<file path="src/rtl/kw_reset_seq.sv">
// -----------------------------------------------------------------------------
// kw_reset_seq
//
// Ordered reset-release sequencer. It sits directly after the reset
// synchronizer. All NUM_OUTS subsystem resets are asserted together and held
// for HOLD_CYCLES. They are then released one at a time in index order. Each
// stage waits for its own programmable delay, and in the ack build also for a
// per-stage acknowledge. A software request re-runs the whole sequence
// without touching the upstream reset.
//
// Configuration macro:
//   KW_RESET_SEQ_ACK_EN  defined     -> WAIT_ACK state, ack timeout and the
//                                       sticky o_ack_err are built.
//                        not defined -> stages advance back-to-back, i_ack is
//                                       ignored and o_ack_err is tied low.
//
// Parameters:
//   NUM_OUTS     number of sequenced reset outputs (>= 1)
//   DELAY_W      width of each per-stage delay field
//   HOLD_CYCLES  cycles all outputs stay asserted before stage 0 (>= 1)
//   ACK_TIMEOUT  max cycles to wait for a stage ack (ack build, >= 1)
//
// Ports:
//   clock           destination clock
//   i_reset_n       async-assert, active-low reset (synchronizer output)
//   testmode        scan bypass: o_reset_n follows i_reset_n combinationally
//   i_sw_reset_req  software re-sequence request, sampled every edge
//   i_delay         stage k delay at [k*DELAY_W +: DELAY_W], stable while busy
//   i_ack           stage k out-of-reset acknowledge (ack build only)
//   o_reset_n       sequenced active-low resets
//   o_busy          sequence in progress
//   o_done          all stages released
//   o_ack_err       sticky: some stage ack timed out (cleared by i_reset_n)
// -----------------------------------------------------------------------------
module kw_reset_seq #(
    parameter int NUM_OUTS    = 4,
    parameter int DELAY_W     = 8,
    parameter int HOLD_CYCLES = 16,
    parameter int ACK_TIMEOUT = 255
) (
    input  logic                         clock,
    input  logic                         i_reset_n,
    input  logic                         testmode,
    input  logic                         i_sw_reset_req,
    input  logic [NUM_OUTS*DELAY_W-1:0]  i_delay,
    input  logic [NUM_OUTS-1:0]          i_ack,
    output logic [NUM_OUTS-1:0]          o_reset_n,
    output logic                         o_busy,
    output logic                         o_done,
    output logic                         o_ack_err
);

    // The counter must cover the longest thing it ever times: the hold
    // period, the largest programmable delay and the ack timeout.
    localparam int HOLD_LAST = HOLD_CYCLES - 1;
    localparam int DELAY_MAX = (1 << DELAY_W) - 1;
    localparam int MAX_HD    = (HOLD_LAST > DELAY_MAX) ? HOLD_LAST : DELAY_MAX;
    localparam int CNT_MAX   = (MAX_HD > ACK_TIMEOUT) ? MAX_HD : ACK_TIMEOUT;
    localparam int CNT_W     = (CNT_MAX < 2) ? 1 : $clog2(CNT_MAX + 1);
    localparam int K_W       = (NUM_OUTS < 2) ? 1 : $clog2(NUM_OUTS);

    localparam logic [K_W-1:0]   K_LAST        = K_W'(NUM_OUTS - 1);
    localparam logic [CNT_W-1:0] CNT_HOLD_LAST = CNT_W'(HOLD_LAST);
`ifdef KW_RESET_SEQ_ACK_EN
    localparam logic [CNT_W-1:0] CNT_ACK_LAST  = CNT_W'(ACK_TIMEOUT - 1);
`endif

`ifdef KW_RESET_SEQ_ACK_EN
    typedef enum logic [1:0] {
        ST_HOLD     = 2'd0,
        ST_REL      = 2'd1,
        ST_WAIT_ACK = 2'd2,
        ST_DONE     = 2'd3
    } state_t;
`else
    typedef enum logic [1:0] {
        ST_HOLD = 2'd0,
        ST_REL  = 2'd1,
        ST_DONE = 2'd3
    } state_t;
`endif

    state_t               state_q, state_d;
    logic [K_W-1:0]       k_q, k_d;
    logic [CNT_W-1:0]     cnt_q, cnt_d;
    logic [NUM_OUTS-1:0]  rst_q, rst_d;

    logic [DELAY_W-1:0]   cur_delay;
    logic [NUM_OUTS-1:0]  stage_bit;
    logic [CNT_W-1:0]     cnt_inc;
    logic                 last_stage;

`ifdef KW_RESET_SEQ_ACK_EN
    logic                 err_q, err_d;
    logic                 cur_ack;
`endif

    // -------------------------------------------------------------------------
    // Current-stage selection. The stage index is decoded by comparison
    // instead of a variable part-select, so NUM_OUTS=1 needs no special case.
    // -------------------------------------------------------------------------
    always_comb begin
        // NOTE: every variable driven here gets a default first, so no path
        // can leave it holding its old value and infer a latch.
        cur_delay = '0;
        stage_bit = '0;
`ifdef KW_RESET_SEQ_ACK_EN
        cur_ack   = 1'b0;
`endif
        for (int i = 0; i < NUM_OUTS; i++) begin
            if (k_q == K_W'(i)) begin
                cur_delay    = i_delay[i*DELAY_W +: DELAY_W];
                stage_bit[i] = 1'b1;
`ifdef KW_RESET_SEQ_ACK_EN
                cur_ack      = i_ack[i];
`endif
            end
        end
    end

    assign cnt_inc    = cnt_q + CNT_W'(1);
    assign last_stage = (k_q == K_LAST);

    // -------------------------------------------------------------------------
    // Next-state logic
    // -------------------------------------------------------------------------
    always_comb begin
        state_d = state_q;
        k_d     = k_q;
        cnt_d   = cnt_q;
        rst_d   = rst_q;
`ifdef KW_RESET_SEQ_ACK_EN
        err_d   = err_q;
`endif

        case (state_q)
            ST_HOLD: begin
                if (cnt_q == CNT_HOLD_LAST) begin
                    state_d = ST_REL;
                    k_d     = '0;
                    cnt_d   = '0;
                end else begin
                    cnt_d = cnt_inc;
                end
            end

            ST_REL: begin
                if (cnt_q == CNT_W'(cur_delay)) begin
                    // Released bits are OR-ed in, so they only fall again
                    // when the sequence goes back to HOLD.
                    rst_d = rst_q | stage_bit;
`ifdef KW_RESET_SEQ_ACK_EN
                    state_d = ST_WAIT_ACK;
                    cnt_d   = '0;
`else
                    if (last_stage) begin
                        state_d = ST_DONE;
                    end else begin
                        state_d = ST_REL;
                        k_d     = k_q + K_W'(1);
                        cnt_d   = '0;
                    end
`endif
                end else begin
                    cnt_d = cnt_inc;
                end
            end

`ifdef KW_RESET_SEQ_ACK_EN
            ST_WAIT_ACK: begin
                if (cur_ack || (cnt_q == CNT_ACK_LAST)) begin
                    // An ack arriving on the timeout cycle still counts as a
                    // good ack.
                    if (!cur_ack) begin
                        err_d = 1'b1;
                    end
                    if (last_stage) begin
                        state_d = ST_DONE;
                    end else begin
                        state_d = ST_REL;
                        k_d     = k_q + K_W'(1);
                        cnt_d   = '0;
                    end
                end else begin
                    cnt_d = cnt_inc;
                end
            end
`endif

            ST_DONE: begin
                rst_d = '1;
            end

            default: begin
                state_d = ST_HOLD;
                k_d     = '0;
                cnt_d   = '0;
                rst_d   = '0;
            end
        endcase

        // A software request wins over any same-edge transition, including a
        // release or entry to DONE. It does not clear the sticky ack error.
        // A timeout on the same edge is dropped with the rest of that
        // transition.
        if (i_sw_reset_req) begin
            state_d = ST_HOLD;
            k_d     = '0;
            cnt_d   = '0;
            rst_d   = '0;
`ifdef KW_RESET_SEQ_ACK_EN
            err_d   = err_q;
`endif
        end
    end

    // -------------------------------------------------------------------------
    // State registers
    // -------------------------------------------------------------------------
    // NOTE: asynchronous reset puts every output into its asserted state at
    // once. Deassertion is already synchronous because the upstream
    // synchronizer drives i_reset_n.
    always_ff @(posedge clock or negedge i_reset_n) begin
        if (!i_reset_n) begin
            state_q <= ST_HOLD;
            k_q     <= '0;
            cnt_q   <= '0;
            rst_q   <= '0;
`ifdef KW_RESET_SEQ_ACK_EN
            err_q   <= 1'b0;
`endif
        end else begin
            // NOTE: non-blocking assignments make all registers update
            // together from this edge's values, with no ordering races.
            state_q <= state_d;
            k_q     <= k_d;
            cnt_q   <= cnt_d;
            rst_q   <= rst_d;
`ifdef KW_RESET_SEQ_ACK_EN
            err_q   <= err_d;
`endif
        end
    end

    // -------------------------------------------------------------------------
    // Outputs
    // -------------------------------------------------------------------------
    // In scan mode the reset tree is controlled directly by the tester.
    assign o_reset_n = testmode ? {NUM_OUTS{i_reset_n}} : rst_q;
    assign o_busy    = (state_q != ST_DONE);
    assign o_done    = (state_q == ST_DONE);

`ifdef KW_RESET_SEQ_ACK_EN
    assign o_ack_err = err_q;
`else
    assign o_ack_err = 1'b0;

    // The acknowledge inputs have no function in this build.
    logic unused_ack;
    assign unused_ack = ^i_ack;
`endif

endmodule
</file>
<file path="config.mk">
export PLATFORM = sky130hd
export DESIGN_NAME = kw_reset_seq
export DESIGN_NICKNAME = d
export VERILOG_FILES = /design/src/rtl/kw_reset_seq.sv
export SDC_FILE = /design/constraint.sdc
export NUM_CORES = 1
export LEC_CHECK = 0
export ABC_AREA = 1
export CORE_ASPECT_RATIO = 1.75
export CORE_MARGIN = 2
export CORE_UTILIZATION = 47
export DETAILED_ROUTE_END_ITERATION = 6
export PLACE_DENSITY = 0.8
export SYNTH_ARGS = -nofsm -noshare
export SYNTH_HDL_FRONTEND = slang
export SYNTH_SLANG_ARGS = --single-unit
</file>
<file path="constraint.sdc">
create_clock -name clock -period 2 [get_ports clock]
set_input_delay 0.4 -clock clock [delete_from_list [all_inputs] [get_ports clock]]
set_output_delay 0.4 -clock clock [all_outputs]
set_load 0.02 [all_outputs]
</file>
==> results of run 1 <==
metrics by stage:
stage                     hold WS, ns  instances  setup TNS, ns  cell area, um2
after floorplan                 0.104        238              0            1490
after global placement          0.499        329          -2.17            2010
after detailed placement        0.508        329          -3.20            2010
after CTS                       0.522        342         -0.500            2340
after global routing            0.562        344          -4.06            2510
final                           0.536        344          -2.07            2510
where the power goes:
part | switching, mW | internal (mW)
clock network | 0.118 | 0.175
registers | 0.00671 | 0.329
logic | 0.0994 | 0.105
total | 0.224 | 0.608
logic make-up after synthesis:
| family | count (synthesis) |
|---|---|
| AO/OA/AOI/OAI | 24 |
| adder cells (fa/ha/maj) | 5 |
| XOR/XNOR | 6 |
| flip-flops | 16 |
| other | 1 |
| AND/OR/NAND/NOR | 143 |
| buffers and inverters | 43 |
flip-flops by register name, summed over array words and instances (netlist names):
name     cells
rst_q        4
k_q          2
cnt_q        8
state_q      2
cells in the mapped netlist:
| cell type | n | share of area |
|---|---|---|
| a21oi_1 | 9 | 0.030 |
| buf_2 | 1 | 0.0034 |
| buf_4 | 2 | 0.010 |
| buf_6 | 2 | 0.015 |
| clkbuf_1 | 1 | 0.0025 |
| clkinv_1 | 1 | 0.0025 |
| conb_1 | 1 | 0.0025 |
| dfrtp_1 | 16 | 0.27 |
| ha_1 | 5 | 0.042 |
| inv_1 | 32 | 0.081 |
| inv_2 | 2 | 0.0051 |
| inv_6 | 2 | 0.012 |
| nand2_1 | 89 | 0.22 |
| nand2_2 | 2 | 0.0084 |
| nand2_4 | 1 | 0.0076 |
| nand3_1 | 20 | 0.067 |
| nand3b_1 | 1 | 0.0051 |
| nand4_1 | 10 | 0.042 |
| nor2_1 | 8 | 0.020 |
| nor2_2 | 2 | 0.0084 |
| nor3_1 | 3 | 0.010 |
| o21ai_0 | 5 | 0.017 |
| o21ai_1 | 4 | 0.013 |
| o21ai_4 | 1 | 0.011 |
| o22ai_1 | 1 | 0.0042 |
| o31ai_1 | 4 | 0.020 |
| or2_1 | 7 | 0.029 |
| xor2_1 | 6 | 0.035 |
final timing paths:
| kind | from | to | slack [ns] | depth (start not counted) |
|---|---|---|---|---|
| max | k_q[1]$_DFFE_PN0P_ | cnt_q[0]$_DFFE_PN0P_ | -0.19 | 14 |
| min | rst_q[2]$_DFFE_PN0P_ | rst_q[2]$_DFFE_PN0P_ | 0.54 | 2 |
| min reg2reg | rst_q[2]$_DFFE_PN0P_ | rst_q[2]$_DFFE_PN0P_ | 0.54 | 2 |
| max in group asynchronous | i_reset_n | k_q[1]$_DFFE_PN0P_ | 1.25 | 2 |
| min in group asynchronous | i_reset_n | rst_q[0]$_DFFE_PN0P_ | 0.55 | 2 |
| max reg2reg | k_q[1]$_DFFE_PN0P_ | cnt_q[0]$_DFFE_PN0P_ | -0.19 | 14 |
tightest hold or removal path: cells and delay by family (launching register included):
| kind | cells | cell delay, ns |
|---|---|---|
| and+or+nand+nor | 1 | 0.07 |
| DFF | 1 | 0.39 |
| AOI/OAI and AO/OA | 1 | 0.05 |
layer usage:
layer,GRT usage,part of all wire,up-vias
met5,0,0,-
met2,0.540,0.55,91
met3,0.0184,0.049,40
met4,0.143,0.073,0
met1,0.274,0.33,864
li1,-,-,881
cell type report:
type                       instances  area (um2)  share of cell area
timing repair buffer              63         634               0.253
sequential                        16         402               0.160
tap                               43        53.8              0.0214
multi-input combinational        181        1210               0.481
inverter                          37         159              0.0633
clock buffer                       4        55.1              0.0219
what timing repair did:
action | 4_1_cts | 5_1_grt
setup buffers | 7 | 2
hold buffers | 0 | 0
endpoints found under the setup margin | 19 | 15
cloned | 2 | 0
pin swaps | 25 | 27
resized for setup | 51 | 40
==> impl_metrics.py, run 1 <==
metrics = {
    "sta": {
        "grt_setup_unrepaired": "yes",
        "max_freq_ghz": 0.457,
        "maxSlewViolCount": 0,
        "setup_ws_ns": -0.186,
        "final_hold_viol_count": 0,
        "finalCriticalPeriod_ns": 2.19,
        "min_period_over_period": 1.09,
        "worst_pin_slew_ns": 0.508,
        "setup_violations": 15,
        "finClkSkew_ns": 0.00183,
        "relSlewSlack": 0.658,
    },
    "final_layout": {
        "fillers": 186,
        "nets": 347,
        "drive_above_1_share": 0.309,
        "diodes": 0,
        "layout_common_cells": "61 x nand2_1, 37 x clkdlybuf4s50_1, 30 x inv_1",
        "final_util": 0.816,
        "layout_commonest_cell": "nand2_1",
        "area_delta_synth_final_pct": 68.9,
    },
    "clock_tree": {
        "clkSinkCount": 16,
        "clockBufferDepth": 2,
        "insertion_delay_ns": 0.25,
        "clock-root-buffer": "clkbuf_8",
        "cts_tree": "built",
        "clkTransAtPathRegs_ns": 0.06,
        "numCtsBuffers": 3,
        "h-tree-depth": 1,
    },
    "drt": {
        "wirelength_um": 5490,
        "antenna_left": 0,
        "num_vias": 1876,
        "vias_per_cell": 5.45,
        "first_iter_violations": 67,
        "post-route-drc-count": 0,
        "wire_per_inst_um": 16.0,
        "first_pass_iters": 4,
    },
    "grt": {
        "grt_use_total": 0.283,
        "grt_pass1_wl_um": 7560,
        "grt_start_max_net_pins": 17,
        "grt_pass1_vias": 1846,
        "overflow": 0,
        "antenna_found_initial": 0,
    },
    "synth": {
        "synthMuxAreaShare": 0,
        "yosysSeqAreaShare": 0.269,
        "yosys.cell_types.count": 28,
        "synth-compound-area-share": 0.0960,
        "synth_xor_area_frac": 0.0354,
        "synth_top_family_by_area": "simple AND/OR/NAND/NOR gates",
        "synth_adder_area_share": 0.0421,
        "synth_warnings": 0,
        "ys_ff_latch": 16,
        "synth_nets": 283,
        "syn_inst": 238,
        "synth_simple_gate_area_frac": 0.423,
        "synth_area_per_cell_um2": 6.25,
        "syn-cell-area_mm2": 0.00149,
    },
    "power_and_ir_drop": {
        "vdd_drop_max_mv": 0.449,
        "p_total_mw": 0.832,
        "leakage_nw": 1.26,
        "power_density_mw_per_mm2": 332,
    },
    "setup_path": {
        "cp_cell_sequence": "buf_6, ha_4, buf_12, a21oi_4, nand2_2, nand2_2, nand2_1, nand2_1, nand2_2, nor2_4, nand2_4, o21ai_4, nand2_1, nand2_1",
        "cpMostUsedCell": "nand2_1",
        "start_kind": "register",
        "crit_buf_inv": 2,
        "required_ns": 2.19,
        "cp_data_arrival_time_ns": 2.38,
        "cpMaxStageDelayCell": "dfrtp_2",
        "path_class": "register to register",
        "endpoint_kind": "register",
        "critPathMaxStageDelay_ns": 0.46,
        "crit_fanout": 10,
        "cp_top_family": "simple AND/OR/NAND/NOR gates",
    },
    "hold_path": {
        "hold_class": "register to register",
    },
    "placement": {
        "dp_slack_ns": -0.204,
        "dp_hpwl_um": 3100,
        "place.gp.congestion": 0.838,
        "io_buffers": 41,
    },
    "floorplanning": {
        "std_cell_rows": 27,
        "coreArea_mm2": 0.00307,
        "io_pins": 47,
        "fp.dieW_um": 46.5,
        "initial_utilization": 0.484,
        "die_h_um": 78.4,
        "dieArea_mm2": 0.00365,
    },
    "status": {
        "outcome": "complete, but fails checks",
        "violations": "setup timing",
    },
    "flow_run": {
        "drv_cap": 0,
    },
}
Note: power is estimated with default switching activity, not from simulation.
==> inputs of run 2 (changes only) <==
==> constraint.sdc (replaced) <==
create_clock -name clock -period 2 [get_ports clock]
set_input_delay 0.3 -clock clock [delete_from_list [all_inputs] [get_ports clock]]
set_output_delay 0.3 -clock clock [all_outputs]
set_load 0.02 [all_outputs]
==> run 2 against run 1 <==
  * Final cell count stayed put
  * Highest routed layer unchanged
  * Largest power group unchanged
  * Sequential cell count stayed put
  * Register-to-register slack better by 0.04 ns
  * The flow still finishes with violations (setup timing)
  * Global-route usage is 1.8 points lower
==> impl_metrics.py, run 2 (same netlist as run 1, synthesis figures left out) <==
metrics = {
    "sta": {
        "finalCriticalPeriod_ns": 2.14,
        "setup_ws_ns": -0.145,
        "finClkSkew_ns": 0.00121,
        "tns_ns": -1.51,
        "setup_violations": 15,
        "max_freq_ghz": 0.466,
        "hold_ws_ns": 0.418,
        "final_hold_viol_count": 0,
        "min_period_over_period": 1.07,
        "maxSlewViolCount": 0,
        "grt_setup_unrepaired": "yes",
    },
    "final_layout": {
        "area_delta_synth_final_pct": 63.6,
        "fillers": 209,
        "stdcell_area_mm2": 0.00243,
        "layout_common_cells": "73 x nand2_1, 41 x clkdlybuf4s50_1, 30 x inv_1",
        "reg.largest.list": "cnt_q: 8 flops, rst_q: 4 flops",
        "top_register": "cnt_q",
        "drive_above_1_share": 0.256,
        "multi_input_area_mm2": 0.00111,
        "ff_latch_area_um2": 402,
        "layout_commonest_cell": "nand2_1",
        "largest_reg_flops": 8,
        "nets": 347,
        "diodes": 0,
        "final_util": 0.791,
    },
    "floorplanning": {
        "die_h_um": 78.4,
        "coreArea_mm2": 0.00307,
        "io_pins": 47,
        "dieArea_mm2": 0.00365,
        "fp.dieW_um": 46.5,
        "initial_utilization": 0.484,
        "std_cell_rows": 27,
    },
    "setup_path": {
        "critPathMaxStageDelay_ns": 0.46,
        "required_ns": 2.14,
        "path_class": "register to register",
        "cp_cell_sequence": "buf_6, ha_4, buf_12, a21oi_2, nand2_1, nand2_1, nand2_2, nand2_2, nand2_2, nor2_4, nand2_4, nand2_8, nand2_8, nand2_2, o21ai_2",
        "crit_fanout": 5,
        "reg2reg_depth": 15,
        "endpoint_kind": "register",
        "cp_data_arrival_time_ns": 2.28,
        "cpMaxStageDelayCell": "dfrtp_2",
        "start_kind": "register",
        "cpMostUsedCell": "nand2_2",
    },
    "status": {
        "violations": "setup timing",
        "outcome": "complete, but fails checks",
    },
    "power_and_ir_drop": {
        "p_total_mw": 0.832,
        "power_density_mw_per_mm2": 342,
        "leakage_nw": 1.22,
        "vdd_drop_max_mv": 0.455,
    },
    "grt": {
        "antenna_found_initial": 0,
        "grt_use_total": 0.265,
        "grt_pass1_wl_um": 7130,
        "grt_start_max_net_pins": 17,
        "overflow": 0,
        "grt_pass1_vias": 1622,
    },
    "clock_tree": {
        "clockBufferDepth": 2,
        "insertion_delay_ns": 0.26,
        "clkTransAtPathRegs_ns": 0.07,
        "ctsHoldBuffers": 0,
        "h-tree-depth": 1,
        "numCtsBuffers": 3,
        "clock-root-buffer": "clkbuf_8",
        "clkSinkCount": 16,
        "cts_tree": "built",
    },
    "drt": {
        "antenna_left": 0,
        "wirelength_um": 5310,
        "first_pass_iters": 4,
        "num_vias": 1846,
        "wire_per_inst_um": 15.4,
        "post-route-drc-count": 0,
        "vias_per_cell": 5.37,
        "first_iter_violations": 65,
    },
    "placement": {
        "dp_hpwl_um": 2980,
        "io_buffers": 41,
        "placed_area_mm2": 0.00202,
        "place.gp.congestion": 0.840,
    },
    "hold_path": {
        "hold_class": "input pin to async pin",
    },
    "flow_run": {
        "drv_cap": 0,
    },
}
## run 2: cell count changes in the layout (fill, tap and decap cells not counted), sizes merged
cell / before / now
clkdlybuf4s50: 37 / 41
buf: 22 / 21
dlygate4sd2: 4 / 0
clkbuf: 4 / 5
## run 2: critical path: cells and delay by family (launching register included)
kind	cells	cell delay (ns)
AND/OR/NAND/NOR	10	0.93
flip-flops	1	0.46
buffers and inverters	2	0.28
adder cells (fa/ha/maj)	1	0.18
AO/OA/AOI/OAI	2	0.18
## run 2: final cells by class
cell class,instances,share of cell area
Multi-Input combinational cell,181,0.458
Timing Repair Buffer,63,0.267
Sequential cell,16,0.165
Inverter,37,0.0654
Clock buffer,4,0.0226
Tap cell,43,0.0221
## run 2: routing by layer
metal,global-route usage,wire [um],vias up
met5,0,0,-
met4,0.103,241,0
met3,0.0184,235,23
met2,0.510,3020,74
met1,0.268,1810,867
li1,-,-,882
## run 2: stage by stage
step / setup slack (ns) / cells
final: -0.145 / 344
after global routing: -0.223 / 344
after CTS: -0.0185 / 340
after detailed placement: -0.179 / 328
after global placement: -0.114 / 328
after floorplan: 0.171 / 238
## run 2: final timing paths
check | start | to | slack [ns]
hold reg to reg | cnt_q[1]$_DFFE_PN0P_ | cnt_q[1]$_DFFE_PN0P_ | 0.54
setup / recovery | k_q[1]$_DFFE_PN0P_ | rst_q[2]$_DFFE_PN0P_ | -0.14
setup reg to reg | k_q[1]$_DFFE_PN0P_ | rst_q[2]$_DFFE_PN0P_ | -0.14
hold / removal | i_reset_n | rst_q[3]$_DFFE_PN0P_ | 0.42
min in group clock | cnt_q[1]$_DFFE_PN0P_ | cnt_q[1]$_DFFE_PN0P_ | 0.54
max in group asynchronous | i_reset_n | k_q[1]$_DFFE_PN0P_ | 1.37
## run 2: what timing repair did
item,CTS,global route
setup buffers,6,3
gates resized for setup,37,29
endpoints found under the setup margin,15,15
pin swaps,24,26
gates cloned,2,1
endpoints found under the hold margin,0,0
## run 2: report_power, final
part / leakage [nW] / total (mW) / switching [mW] / internal [mW]
registers: 0.219 / 0.335 / 0.00688 / 0.328
logic: 0.969 / 0.194 / 0.0912 / 0.103
clock network: 0.0288 / 0.303 / 0.128 / 0.175
total: 1.22 / 0.832 / 0.226 / 0.606
